<file path="src/rtl/sap_pkg.sv">
// Shared definitions for the memory access controller: FSM encoding,
// default bus widths and the read-latency counter helper.
package sap_pkg;

    // Default memory address and data widths.
    localparam int AW_DEFAULT = 16;
    localparam int DW_DEFAULT = 16;

    // Width of the read-latency down-counter; RD_LAT never exceeds 3.
    localparam int CNT_W = 2;

    // Requester indices on the two-way arbiter.
    localparam int REQ_F = 0;
    localparam int REQ_D = 1;

    // Controller FSM states.
    typedef enum logic [1:0] {
        ST_IDLE = 2'd0,
        ST_LOAD = 2'd1,
        ST_WAIT = 2'd2,
        ST_RESP = 2'd3
    } state_t;

    // Value loaded into the WAIT counter so that WAIT lasts rd_lat cycles.
    // Out-of-range latencies are clamped into 1..3.
    function automatic logic [CNT_W-1:0] rd_wait_load(input int rd_lat);
        int lat;
        lat = rd_lat;
        if (lat < 1) begin
            lat = 1;
        end
        if (lat > 3) begin
            lat = 3;
        end
        return CNT_W'(lat - 1);
    endfunction

endpackage

</file>
<file path="src/rtl/mem_access_ctrl_if.sv">
// Request/acknowledge and RAM-side bus bundle for mem_access_ctrl.
// The slave modport is the controller's view; master is the environment.
interface mem_access_ctrl_if
    import sap_pkg::*;
#(
    parameter int AW = AW_DEFAULT,
    parameter int DW = DW_DEFAULT
);

    // Instruction-fetch requester.
    logic          f_req;
    logic [AW-1:0] f_addr;
    logic          f_ack;

    // Data requester.
    logic          d_req;
    logic          d_we;
    logic [AW-1:0] d_addr;
    logic [DW-1:0] d_wdata;
    logic          d_ack;

    // MAR / RAM side.
    logic          mar_write;
    logic [AW-1:0] mar_bus;
    logic          ram_we;
    logic [DW-1:0] ram_wdata;
    logic [DW-1:0] ram_rdata;

    // Result and status.
    logic [DW-1:0] rdata;
    logic          busy;

    modport slave (
        input  f_req, f_addr,
        input  d_req, d_we, d_addr, d_wdata,
        input  ram_rdata,
        output f_ack, d_ack,
        output mar_write, mar_bus,
        output ram_we, ram_wdata,
        output rdata, busy
    );

    modport master (
        output f_req, f_addr,
        output d_req, d_we, d_addr, d_wdata,
        output ram_rdata,
        input  f_ack, d_ack,
        input  mar_write, mar_bus,
        input  ram_we, ram_wdata,
        input  rdata, busy
    );

endinterface

</file>
<file path="src/rtl/mem_rr_arb2.sv">
// Two-way round-robin arbiter with a last-grant flop. On a tie the
// requester that was not granted last wins; after reset fetch wins.
module mem_rr_arb2
    import sap_pkg::*;
(
    input  logic       clk,
    input  logic       rst,
    input  logic [1:0] req,
    input  logic       en,
    output logic [1:0] gnt,
    output logic       gnt_vld
);

    // 1 = data was granted last, 0 = fetch was granted last.
    logic last_d_q;

    // Pick the winner; only a single one-hot grant when enabled.
    always_comb begin
        gnt = 2'b00;
        case (req)
            2'b01:   gnt = 2'b01;
            2'b10:   gnt = 2'b10;
            2'b11:   gnt = last_d_q ? 2'b01 : 2'b10;
            default: gnt = 2'b00;
        endcase
        if (!en) begin
            gnt = 2'b00;
        end
        gnt_vld = gnt[REQ_F] | gnt[REQ_D];
    end

    // Remember who won so the next tie goes to the other requester.
    always_ff @(posedge clk or negedge rst) begin
        if (!rst) begin
            last_d_q <= 1'b1;
        end else if (gnt_vld) begin
            last_d_q <= gnt[REQ_D];
        end
    end

endmodule

</file>
<file path="src/rtl/mem_access_ctrl.sv">
// Memory access controller: arbitrates fetch and data requesters onto a
// single MAR-addressed RAM. Each transaction runs IDLE -> LOAD -> WAIT ->
// RESP using fields captured at grant time.
module mem_access_ctrl
    import sap_pkg::*;
#(
    parameter int AW     = AW_DEFAULT,
    parameter int DW     = DW_DEFAULT,
    parameter int RD_LAT = 1
) (
    input  logic             clk,
    input  logic             rst,
    mem_access_ctrl_if.slave bus
);

    localparam logic [CNT_W-1:0] CNT_LOAD = rd_wait_load(RD_LAT);

    state_t           state_q;
    state_t           state_d;

    // Transaction fields frozen at grant.
    logic [AW-1:0]    cap_addr_q;
    logic [DW-1:0]    cap_wdata_q;
    logic             cap_we_q;
    logic             cap_dsel_q;

    logic [CNT_W-1:0] cnt_q;
    logic [DW-1:0]    rdata_q;

    logic [1:0]       req;
    logic [1:0]       gnt;
    logic             gnt_vld;
    logic             grant_now;
    logic             rd_last;

    assign req[REQ_F] = bus.f_req;
    assign req[REQ_D] = bus.d_req;

    mem_rr_arb2 u_arb (
        .clk     (clk),
        .rst     (rst),
        .req     (req),
        .en      (state_q == ST_IDLE),
        .gnt     (gnt),
        .gnt_vld (gnt_vld)
    );

    assign grant_now = (state_q == ST_IDLE) && gnt_vld;
    assign rd_last   = (state_q == ST_WAIT) && !cap_we_q && (cnt_q == '0);

    // State register.
    always_ff @(posedge clk or negedge rst) begin
        if (!rst) begin
            state_q <= ST_IDLE;
        end else begin
            state_q <= state_d;
        end
    end

    // Next-state and output decode; outputs depend only on state and
    // captured fields so late input changes cannot disturb a transaction.
    always_comb begin
        state_d       = state_q;
        bus.mar_write = 1'b0;
        bus.mar_bus   = '0;
        bus.ram_we    = 1'b0;
        bus.ram_wdata = '0;
        bus.f_ack     = 1'b0;
        bus.d_ack     = 1'b0;
        bus.busy      = (state_q != ST_IDLE);
        bus.rdata     = rdata_q;
        case (state_q)
            ST_IDLE: begin
                if (gnt_vld) begin
                    state_d = ST_LOAD;
                end
            end
            ST_LOAD: begin
                bus.mar_write = 1'b1;
                bus.mar_bus   = cap_addr_q;
                state_d       = ST_WAIT;
            end
            ST_WAIT: begin
                if (cap_we_q) begin
                    bus.ram_we    = 1'b1;
                    bus.ram_wdata = cap_wdata_q;
                    state_d       = ST_RESP;
                end else if (cnt_q == '0) begin
                    state_d = ST_RESP;
                end
            end
            ST_RESP: begin
                bus.f_ack = !cap_dsel_q;
                bus.d_ack = cap_dsel_q;
                state_d   = ST_IDLE;
            end
            default: begin
                state_d = ST_IDLE;
            end
        endcase
    end

    // Capture the winner's address, direction and write data at grant.
    always_ff @(posedge clk or negedge rst) begin
        if (!rst) begin
            cap_addr_q  <= '0;
            cap_wdata_q <= '0;
            cap_we_q    <= 1'b0;
            cap_dsel_q  <= 1'b0;
        end else if (grant_now) begin
            cap_dsel_q  <= gnt[REQ_D];
            cap_addr_q  <= gnt[REQ_F] ? bus.f_addr : bus.d_addr;
            cap_we_q    <= gnt[REQ_D] & bus.d_we;
            cap_wdata_q <= gnt[REQ_D] ? bus.d_wdata : '0;
        end
    end

    // Read-latency down-counter: loaded in LOAD, counts through WAIT.
    always_ff @(posedge clk or negedge rst) begin
        if (!rst) begin
            cnt_q <= '0;
        end else if (state_q == ST_LOAD) begin
            cnt_q <= CNT_LOAD;
        end else if ((state_q == ST_WAIT) && (cnt_q != '0)) begin
            cnt_q <= cnt_q - 1'b1;
        end
    end

    // Read result register; only the final WAIT cycle of a read updates it.
    always_ff @(posedge clk or negedge rst) begin
        if (!rst) begin
            rdata_q <= '0;
        end else if (rd_last) begin
            rdata_q <= bus.ram_rdata;
        end
    end

endmodule

</file>
<file path="src/flat_wrapper.sv">
// flat-port wrapper written by rule: the top's interface ports become plain ports
module mem_access_ctrl_flat import sap_pkg::*;
#(
    parameter int AW     = AW_DEFAULT,
    parameter int DW     = DW_DEFAULT,
    parameter int RD_LAT = 1
)
  (clk, rst, bus_f_req, bus_f_addr, bus_d_req, bus_d_we, bus_d_addr, bus_d_wdata, bus_ram_rdata, bus_f_ack, bus_d_ack, bus_mar_write, bus_mar_bus, bus_ram_we, bus_ram_wdata, bus_rdata, bus_busy);
  mem_access_ctrl_if #(.AW(AW), .DW(DW)) bus_i ();
  input  logic clk;
  input  logic rst;
  input wire logic [$bits(bus_i.f_req)-1:0] bus_f_req;
  input wire logic [$bits(bus_i.f_addr)-1:0] bus_f_addr;
  input wire logic [$bits(bus_i.d_req)-1:0] bus_d_req;
  input wire logic [$bits(bus_i.d_we)-1:0] bus_d_we;
  input wire logic [$bits(bus_i.d_addr)-1:0] bus_d_addr;
  input wire logic [$bits(bus_i.d_wdata)-1:0] bus_d_wdata;
  input wire logic [$bits(bus_i.ram_rdata)-1:0] bus_ram_rdata;
  output wire logic [$bits(bus_i.f_ack)-1:0] bus_f_ack;
  output wire logic [$bits(bus_i.d_ack)-1:0] bus_d_ack;
  output wire logic [$bits(bus_i.mar_write)-1:0] bus_mar_write;
  output wire logic [$bits(bus_i.mar_bus)-1:0] bus_mar_bus;
  output wire logic [$bits(bus_i.ram_we)-1:0] bus_ram_we;
  output wire logic [$bits(bus_i.ram_wdata)-1:0] bus_ram_wdata;
  output wire logic [$bits(bus_i.rdata)-1:0] bus_rdata;
  output wire logic [$bits(bus_i.busy)-1:0] bus_busy;
  assign bus_i.f_req = bus_f_req;
  assign bus_i.f_addr = bus_f_addr;
  assign bus_i.d_req = bus_d_req;
  assign bus_i.d_we = bus_d_we;
  assign bus_i.d_addr = bus_d_addr;
  assign bus_i.d_wdata = bus_d_wdata;
  assign bus_i.ram_rdata = bus_ram_rdata;
  assign bus_f_ack = bus_i.f_ack;
  assign bus_d_ack = bus_i.d_ack;
  assign bus_mar_write = bus_i.mar_write;
  assign bus_mar_bus = bus_i.mar_bus;
  assign bus_ram_we = bus_i.ram_we;
  assign bus_ram_wdata = bus_i.ram_wdata;
  assign bus_rdata = bus_i.rdata;
  assign bus_busy = bus_i.busy;
  mem_access_ctrl #(.AW(AW), .DW(DW), .RD_LAT(RD_LAT)) u_core (.clk(clk), .rst(rst), .bus(bus_i));
endmodule
</file>
<file path="config.mk">
export PLATFORM = sky130hd
export DESIGN_NAME = mem_access_ctrl_flat
export DESIGN_NICKNAME = d
export VERILOG_FILES = /design/src/rtl/sap_pkg.sv /design/src/rtl/mem_access_ctrl_if.sv /design/src/rtl/mem_rr_arb2.sv /design/src/rtl/mem_access_ctrl.sv /design/src/flat_wrapper.sv
export SDC_FILE = /design/constraint.sdc
export NUM_CORES = 1
export LEC_CHECK = 0
export CAP_MARGIN = 10
export CORE_UTILIZATION = 41
export DETAILED_ROUTE_END_ITERATION = 16
export GPL_ROUTABILITY_DRIVEN = 0
export PLACE_DENSITY = 0.91
export SLEW_MARGIN = 10
export SYNTH_ARGS = -nofsm -noshare
export SYNTH_HDL_FRONTEND = slang
export SYNTH_SLANG_ARGS = --single-unit
</file>
<file path="constraint.sdc">
create_clock -name clk -period 1.99 [get_ports clk]
set_clock_uncertainty 0.1 [all_clocks]
set_input_delay 0.2985 -clock clk [delete_from_list [all_inputs] [get_ports clk]]
set_output_delay 0.2985 -clock clk [all_outputs]
set_load 0.03 [all_outputs]
</file>
# Word level (Yosys, flattened, before mapping)
# Cells that the tools add are included.
[op_classes]
reduce_logical = 12
bitwise = 2
n_eq_ne = 8
shift = 0
n_lt_le_gt_ge = 0
add_sub_neg = 1
div = 0
muxes = 19
multipliers = 0
[op_table]
columns = ["cell", "n"]
rows = [
  ["$mux 16", 5],
  ["$mux 2", 7],
  ["$eq 2x2->1 const B", 4],
  ["$pmux 2 s4", 1],
  ["$pmux 2 s3", 1],
  ["$reduce_bool 2->1", 3],
  ["$mux 1", 5],
  ["$eq 2x1->1 const B", 2],
  ["$logic_and 1x1->1", 4],
  ["$logic_not 2->1", 2],
  ["$ne 3x2->1 const B", 1],
  ["$logic_not 1->1", 2],
  ["$ne 2x1->1 const B", 1],
  ["$reduce_and 2->1", 1],
  ["$sub 2x1->2 const B", 1],
  ["$and 1x1->1", 1],
  ["$or 1x1->1", 1],
]
[word_totals]
out_inout_bits = 53
latchBits = 0
wordCells = 50
ff_bits = 55
ramBits = 0
mem_count = 0
romBits = 0
inputBits = 69

# Logic depth before layout (Yosys ltp)
# Gate-level depths: netlist of the first run.
[depth]
ltp_word = 6
mapped_depth = 8
depth_no_buf = 5

# Cells and area by module
# Synthesis of the first run repeated with hierarchy kept, for this count alone.
[unflattened]
cells_unflattened = 258
area_unflattened_um2 = 2680.1
[modules_own_cells]
columns = ["mod", "area_each_um2", "cells_each", "seq_area_each_um2", "instances"]
rows = [
  ["mem_access_ctrl", 2610.0, 249, 1351.3, 1],
  ["mem_rr_arb2", 70.1, 9, 26.3, 1],
]

# Worst setup path after synthesis of the first run
# Ideal clock, no wire load.
[synth_timing]
path_type = "register to output"
from = "register u_core.state_q[1]"
to = "output bus_mar_bus[10]"
t_arrival_ns = 1.475
n_path_buf = 1
stages_incl_launch_ff = 5
t_required_ns = 1.591
path_slack_ns = 0.116
path_cell_list = "dfrtp_1 inv_1 ha_1 clkbuf_1 and2_1"
[synth_between]
elab_chain_cells = 2
[synth_rtl]
columns = ["item", "line_no", "text"]
rows = [
  ["from (decl)", "mem_access_ctrl.sv:18", "state_t state_q;"],
  ["from (signal assigned)", "mem_access_ctrl.sv:56", "state_q <= state_d;"],
  ["$eq 2x1->1", "mem_access_ctrl.sv:72", "case (state_q)"],
  ["$mux 16", "mem_access_ctrl.sv:72", ""],
  ["to (decl)", "flat_wrapper.sv:22", "output wire logic [$bits(bus_i.mar_bus)-1:0] bus_mar_bus;"],
]
# Every way passes these cells.

# Worst setup path in the final report of the first run
[layout_timing]
from = "register u_core.state_q[1]"
to = "output bus_busy"
[layout_between]
elab_chain_cells = 1
[layout_rtl]
columns = ["item", "line_no", "text"]
rows = [
  ["$reduce_bool 2->1", "mem_access_ctrl.sv:70", "bus.busy = (state_q != ST_IDLE);"],
  ["to (decl)", "flat_wrapper.sv:26", "output wire logic [$bits(bus_i.busy)-1:0] bus_busy;"],
]
# Every way passes these cells.

==> parameters.txt, run 1 <==
Parameter                              Value

Die
  Die width    82.3 µm
  Starting Density    43.6%
  Row Count    28
  Area of the core    0.00606 mm²
  Die height    82.3 µm
  Ports    122
  Die footprint    0.00677 mm²

Yosys
  Yosys Warn Count    0
  Number of different library cells in the post-synthesis netlist    36
  Synthesized net count    316
  Count of state elements after synthesis    55
  Syn avg cell area    11.0 µm²
  Summed instance area of the synthesized netlist    0.00264 mm²
  Count of mapped cells out of synthesis    241
  Portion of the post-synthesis area used by sequential elements    52.1%

Global routing
  Wire length of the first global-routing pass    10.1 mm
  Initial antenna violation count    0
  Total gr overflow    0
  GRT Total Usage    19.8%
  Pin count of the biggest net entering global routing    33
  Number of global-route vias before repair    2241

Setup path
  Slack of the worst reg-to-reg path    170 ps
  Crit path DAT    1530 ps
  Source of the worst register-to-register timing path    u_core.state_q[1]$_DFFE_PN0P_
  WS Path Type    reg2out
  Critical Path Fanout Max    4
  CP dominant cell by count    sky130_fd_sc_hd__inv_1
  Type of destination of the critical path    output port
  Worst Setup Start Kind    flip-flop
  Worst-path cell with the longest stage delay    sky130_fd_sc_hd__dfrtp_1
  Data required time of the worst path    1590 ps
  Count of buffer and inverter cells on the critical path    3
  Delay of the slowest cell on the worst path    430 ps
  Reg2Reg Capture Point    u_core.cap_wdata_q[14]$_DFFE_PN0P_
  R2R cell count    6
  CP Cell Sequence    inv_1, ha_1, inv_1, clkdlybuf4s15_1
  Top cell family by delay on the critical path    buffers and inverters

Finish
  Most used cells in the layout excluding fill and tap cells    sky130_fd_sc_hd__clkdlybuf4s50_1 (83), sky130_fd_sc_hd__dfrtp_1 (53), sky130_fd_sc_hd__buf_4 (42)
  Most common library cell in the layout ignoring fill and taps    sky130_fd_sc_hd__clkdlybuf4s50_1
  Net count reported at finish    438
  Share of final-layout standard cells stronger than drive strength 1    22.0%
  Post-Layout Inst Area    0.00400 mm²
  Number of cells in the finished layout apart from fillers    439
  Area overhead of the layout relative to synthesis    51.2%
  Antenna Cells    0

Route
  Routed Wire Length    6.65 mm
  Remaining DRCs    0
  Detailed-router iteration count before antenna repair    4
  Wire per inst    15.1 µm
  Antenna Nets Post-Route    0
  Via count    2281
  Vias/cell    5.20
  Number of DRC violations after detailed-routing iteration 0    77

Power and ir drop
  Leakage component of the power    0.00180 µW
  Sequential Power Share    33.2%
  Worst IR drop on VDD    0.768 mV
  Net switching share of the total power    41.2%
  Clk pwr share    11.3%
  Power per unit of standard cell area    1460 mW/mm²
  Internal power    3440 µW
  Power share of the combinational group    55.5%
  Total net switching power    2400 µW

Timing
  Number of hold-slack violations in the final timing report    0
  Hold slack final    364 ps
  Worst slew margin relative to its limit    52.1%
  Minimum period implied by the final worst setup slack    1930 ps
  RSZ-0062 raised after global routing    true
  Post-route fraction of the period consumed by the critical path    97.0%
  Slew at the pin closest to its max-slew limit    718 ps
  Final count of negative-setup-slack endpoints    0
  Setup ws final    58.7 ps
  Final count of pins violating max slew    0
  Max Freq    0.518 GHz

Clocking
  Clock edge transition at the registers on the reported setup and hold paths    90 ps
  Depth of the CTS H-tree    2
  Maximum buffer depth of the clock tree    2
  Root Driver    sky130_fd_sc_hd__clkbuf_8
  Number of buffers created by CTS    5
  CTS Sinks    55
  Clk Latency, worst-skew pair    300 ps
  TritonCTS clock tree    yes

Placed design
  # placed instances    428
  Count of buffers from port buffering    121
  HPWL Detailed    4.97 mm
  Area after DPL    0.00384 mm²
  Setup Slack @ Placement    123 ps

Status
  Run status    finished, final reports clean

Worst hold path
  Type of the worst min-delay path    in2async

Run
  Max_cap viols    0
==> power by group through the flow <==
stage | clock network (µW) | registers (µW) | logic (µW)
detailed placement | 0 | 1940 | 3200
floorplan | 0 | 2190 | 1770
global route | 717 | 1990 | 3500
global placement | 0 | 1920 | 3110
finish | 657 | 1940 | 3240
CTS | 675 | 1930 | 3220
==> metal layers <==
layer / wire length [µm] / global-route usage [%]
met1: 2750 / 23.4
met5: 0 / 0
met3: 441 / 4.84
met4: 101 / 6.14
met2: 3350 / 35.2
==> flip-flops by register name (all words and copies together) (netlist names) <==
register,flops
u_core.bus.rdata,16
u_core.cap_addr_q,16
u_core.cap_wdata_q,16
u_core.cnt_q,2
u_core.state_q,2
u_core.cap_dsel_q,1
u_core.cap_we_q,1
u_core.u_arb.last_d_q,1
==> cell usage after synthesis (all sizes together) <==
cell	n	share of area [%]
a211oi	1	0.28
a21o	1	0.28
a21oi	2	0.80
a22o	17	5.6
a2bb2oi	1	0.33
a31oi	16	3.8
and2	19	4.5
and2b	2	0.66
and3	16	3.8
buf	13	3.7
clkbuf	6	1.0
dfrtp	54	51
dfstp	1	0.99
ha	6	2.8
inv	5	0.71
mux2	17	7.2
nand2	4	0.66
nand2b	1	0.24
nand3	16	3.0
nand3b	1	0.76
nor2	20	2.8
nor2b	1	0.24
nor3b	1	0.28
o21a	1	0.28
o21ai	18	3.6
xnor2	1	0.33
==> what timing repair did <==
item                                    in CTS  in global routing
buffers inserted                             0                  2
hold buffers                                 1                  0
gates resized for setup                      8                  3
endpoints found under the setup margin      28                 21
endpoints found under the hold margin       15                  0
==> final cells by class <==
type	instances	area (µm²)
Timing Repair Buffer	134	1260
Tap cell	75	93.8
Clock buffer	8	100
Fill cell	477	2060
Multi-Input combinational cell	162	1140
Sequential cell	55	1380
Inverter	5	18.8
==> how the worst max path moves through the flow <==
stage / start / end / depth (start not counted)
final: u_core.state_q[1]$_DFFE_PN0P_ / bus_busy / 4
after global routing: u_core.state_q[1]$_DFFE_PN0P_ / bus_mar_bus[9] / 5
after CTS: u_core.state_q[1]$_DFFE_PN0P_ / bus_mar_bus[9] / 5
after detailed placement: bus_f_req / u_core.cap_wdata_q[3]$_DFFE_PN0P_ / 3
after global placement: bus_f_req / u_core.cap_we_q$_DFFE_PN0P_ / 3
after floorplan: u_core.state_q[1]$_DFFE_PN0P_ / bus_mar_bus[10] / 4
==> metrics by stage <==
| step | setup TNS, ps | total power [µW] | util [%] |
|---|---|---|---|
| 6_report | 0 | 5840 | 65.9 |
| 5_1_grt | -15.6 | 6210 | 65.9 |
| 4_1_cts | 0 | 5820 | 65.5 |
| 3_5_place_dp | 0 | 5140 | 63.4 |
| 3_3_place_gp | 0 | 5030 | 63.4 |
| 2_1_floorplan | 0 | 3960 | - |
==> cell families after synthesis <==
kind of cell,Yosys count,synth area share (%)
and+or+nand+nor,81,17.0
AOI/OAI and AO/OA,57,15.0
DFF,55,52.1
buffers and inverters,24,5.49
muxes,17,7.24
adders and majority gates,6,2.84
xor gates and xnor gates,1,0.331
No activity file was read; power rests on OpenSTA's default activity.
==> inputs of run 2 (changes only) <==
- HOLD_SLACK_MARGIN: default -> 0.03
==> results of run 2 <==
The final DEF is identical to that of run 1; final timing and power are the same.
